--- src/rtl/syncount_param.sv ---
// syncount_param: parametrised up/down counter with load, wrap/saturate, tc and ovf.
// Optional registered Gray output qg is enabled by defining SYNCOUNT_GRAY_EN.
module syncount_param #(
    parameter int WIDTH = 4,
    parameter int MAX   = 2**WIDTH - 1,
    parameter bit SAT   = 1'b0
) (
    input  logic             clk,
    input  logic             rst,
    input  logic             en,
    input  logic             up,
    input  logic             load,
    input  logic [WIDTH-1:0] din,
    output logic [WIDTH-1:0] q,
`ifdef SYNCOUNT_GRAY_EN
    output logic [WIDTH-1:0] qg,
`endif
    output logic             tc,
    output logic             ovf
);

    localparam logic [WIDTH-1:0] MAXV = WIDTH'(MAX);

    logic [WIDTH-1:0] r_q;
    logic             r_ovf;
    logic [WIDTH-1:0] w_next;
    logic             w_at_max;
    logic             w_at_zero;
    logic             w_tc;

    assign w_at_max  = (r_q == MAXV);
    assign w_at_zero = (r_q == '0);
    assign w_tc      = en & ~load & ((up & w_at_max) | (~up & w_at_zero));

    // Next count: load (clamped to MAX) beats count beats hold.
    always_comb begin
        w_next = r_q;
        if (load) begin
            w_next = (din > MAXV) ? MAXV : din;
        end else if (en) begin
            if (up) begin
                if (!w_at_max)
                    w_next = r_q + 1'b1;
                else if (!SAT)
                    w_next = '0;
            end else begin
                if (!w_at_zero)
                    w_next = r_q - 1'b1;
                else if (!SAT)
                    w_next = MAXV;
            end
        end
    end

    // Count and boundary-pulse registers; ovf is tc delayed by one edge.
    always_ff @(posedge clk or negedge rst) begin
        if (!rst) begin
            r_q   <= '0;
            r_ovf <= 1'b0;
        end else begin
            r_q   <= w_next;
            r_ovf <= w_tc;
        end
    end

`ifdef SYNCOUNT_GRAY_EN
    logic [WIDTH-1:0] r_qg;

    // Gray copy computed from the next count so it tracks q on the same edge.
    always_ff @(posedge clk or negedge rst) begin
        if (!rst)
            r_qg <= '0;
        else
            r_qg <= w_next ^ (w_next >> 1);
    end

    assign qg = r_qg;
`endif

    assign q   = r_q;
    assign tc  = w_tc;
    assign ovf = r_ovf;

endmodule

--- config.mk ---
export PLATFORM = sky130hd
export DESIGN_NAME = syncount_param
export DESIGN_NICKNAME = d
export VERILOG_FILES = /design/src/rtl/syncount_param.sv
export SDC_FILE = /design/constraint.sdc
export NUM_CORES = 1
export LEC_CHECK = 0
export CAP_MARGIN = 20
export CORE_AREA = 2 2 39 41
export CTS_CLUSTER_DIAMETER = 60
export DETAILED_ROUTE_END_ITERATION = 16
export DIE_AREA = 0 0 41 43
export SKIP_LAST_GASP = 1
export SYNTH_ARGS = -nofsm -noshare
export SYNTH_HDL_FRONTEND = slang
export SYNTH_SLANG_ARGS = --single-unit
export TNS_END_PERCENT = 100
--- constraint.sdc ---
create_clock -name clk -period 1.7 [get_ports clk]
set_input_delay 0.34 -clock clk [delete_from_list [all_inputs] [get_ports clk]]
set_output_delay 0.34 -clock clk [all_outputs]
set_load 0.01 [all_outputs]
==> results.py <==
metrics = {
    "worst_setup_path": {
        "cp.required_ps": 1360,
        "path_buf_inv": 2,
        "crit_arrival_ps": 1320,
        "cp_cell_sequence": "inv_1 -> ha_2 -> nand3b_1 -> a21oi_2 -> buf_2",
        "cp_slowest_cell": "dfrtp_1",
        "critPathLaunchType": "flop",
        "crit_family": "flip-flops",
        "crit_path_end_kind": "output port",
        "crit_fanout": 4,
        "slowest_delay_ps": 400,
        "worst-setup-path-type": "reg2out",
    },
    "clocking": {
        "cts_buffers": 3,
        "numClockSinks": 5,
        "insertion_delay_ps": 250,
        "clockBufferDepth": 2,
        "root_buffer": "clkbuf_4",
        "cts.clk_slew.worst_paths_ps": 50,
        "ctsHoldBuffers": 0,
        "htreeDepth": 1,
        "tritoncts": "done",
    },
    "timing": {
        "finalMaxSlewViolations": 0,
        "fmax_mhz": 602,
        "hold_viol": 0,
        "finalSetupTns_ps": 0,
        "period_share_pct": 97.6,
        "min_period_ps": 1660,
        "fin_skew_ps": 5.19,
        "rsz0062_at_grt": "true",
        "worst_slack_ps": 40.1,
        "setup_viol": 0,
        "worstMarginPinSlew_ps": 254,
        "maxSlewHeadroom_pct": 83.0,
    },
    "pwr": {
        "total_power_uw": 493,
        "ir_drop_uv": 605,
        "power.density_mw_per_mm2": 783,
        "p_leak_uw": 0.000302,
    },
    "logic_synthesis": {
        "avgSynthCellArea_um2": 9.19,
        "syn_nets": 49,
        "yosys-top-cells-area": "dfrtp_1 36%, ha_1 7.2%, o21ai_0 5.7%",
        "ys_seq_elements": 5,
        "synth_top_area_share_pct": 35.8,
        "syn_area_um2": 349,
        "synth_cell_types": 22,
        "yosys_warnings": 0,
        "yosysSeqAreaShare_pct": 35.8,
        "syn_inst": 38,
        "synth_area_leader_cell": "dfrtp_1",
    },
    "outcome": {
        "status": "complete, no violations",
    },
    "place": {
        "dp_hpwl_um": 711,
        "dp.cells": 78,
        "dpl_worst_slack_ps": -340,
        "port_buffers": 14,
        "gpl.final_weighted_congestion": 0.700,
    },
    "global_route": {
        "grt_max_degree": 9,
        "overflow": 0,
        "grt_antenna_before_repair": 0,
        "grt_usage_pct": 12.5,
        "grt_pass1_wl_um": 1380,
        "grt_pass1_vias": 341,
    },
    "die": {
        "die_height_um": 43,
        "coreArea_mm2": 0.00138,
        "fp.dieW_um": 41,
        "rows": 14,
        "start_util_pct": 25.2,
        "boundaryPins": 15,
        "die_area_mm2": 0.00176,
    },
    "drt": {
        "routed_via_density": 4.42,
        "wl_um": 884,
        "vias": 371,
        "firstDrtPassIters": 3,
        "ant_nets": 0,
        "drtIter0Drc": 1,
        "drc": 0,
        "wl_per_cell_um": 10.5,
    },
    "final_layout": {
        "drive_above_1_share_pct": 32.4,
        "area_delta_synth_final_pct": 80.3,
        "diodes": 0,
        "final_cells": 84,
        "final_common_cell": "buf_4",
        "num-nets-final": 80,
        "final_cell_mix": "13 x buf_4, 11 x clkdlybuf4s50_1, 5 x nand2_1, 5 x dfrtp_1, 4 x o21ai_0",
    },
    "run": {
        "cap_violations": 0,
    },
    "worst_hold_path": {
        "hp-class": "in2async",
    },
}
logic make-up (layout without fill, tap and decap cells):
family / after synthesis / in the layout / synth area share, %
simple gates: 12 / 12 / 17.6
compound gates: 11 / 11 / 20.8
flops: 5 / 5 / 35.8
xor+xnor: 3 / 3 / 7.53
buf+inv: 3 / 33 / 5.02
fa+ha+maj: 2 / 2 / 7.17
mux: 2 / 2 / 6.09
area by class of cell:
cell class              count  area (um2)
fillers                   148         754
repair buffers             27         238
multi-input cells          30         213
flip-flops and latches      5         125
clock buffers               4        26.3
well taps                  16        20.0
inverters                   2        7.51
routing by layer:
metal / global-route usage (%) / wire, um
met5: 0 / 0
met4: 4.00 / 0
met3: 9.42 / 68
met2: 17.5 / 413
met1: 14.2 / 402
report_power, final:
part | total (uW) | switching [uW] | internal, uW
clock | 142 | 53.1 | 89.0
sequential | 146 | 13.5 | 133
combinational | 204 | 79.9 | 125
total | 493 | 146 | 347
per-stage QoR:
| stage | utilization [%] | hold slack (ps) | area [um2] |
|---|---|---|---|
| floorplan | - | 44.4 | 349 |
| global placement | 42.0 | 582 | 582 |
| detailed placement | 42.0 | 584 | 582 |
| CTS | 44.0 | 321 | 609 |
| global route | 45.5 | 324 | 629 |
| finish | 45.5 | 323 | 629 |
Yosys cell counts (all sizes together):
cell and number:
a21o 1, a21oi 3, a221oi 1, clkdlybuf4s18 1, dfrtp 5, ha 2, inv 2, mux2 1
mux2i 1, nand2 5, nand2b 1, nand3 1, nand3b 1, nand4 1, nor2 1, nor3b 1
o21ai 4, o21bai 1, o31ai 1, or3 1, xnor2 2, xor2 1
worst paths after layout:
| kind | end | slack [ps] | cells past startpoint | startpoint |
|---|---|---|---|---|
| hold / removal | q[3] | 320 | 1 | rst |
| hold reg to reg | ovf | 610 | 3 | q[3] |
| max in group asynchronous | q[1] | 1170 | 1 | rst |
| setup reg to reg | q[2] | 240 | 6 | q[0] |
| setup / recovery | tc | 40 | 5 | q[1] |
| min in group clk | ovf | 610 | 3 | q[3] |
what timing repair did:
item,4_1_cts,5_1_grt
setup endpoints to repair,1,3
setup buffers,0,2
endpoints found under the hold margin,0,0
gates resized for setup,6,3
pin swaps,0,1
state kept, by name (all words and copies together) (netlist names):
name	count
q	4
ovf	1
Note: power is estimated with default switching activity, not from simulation.
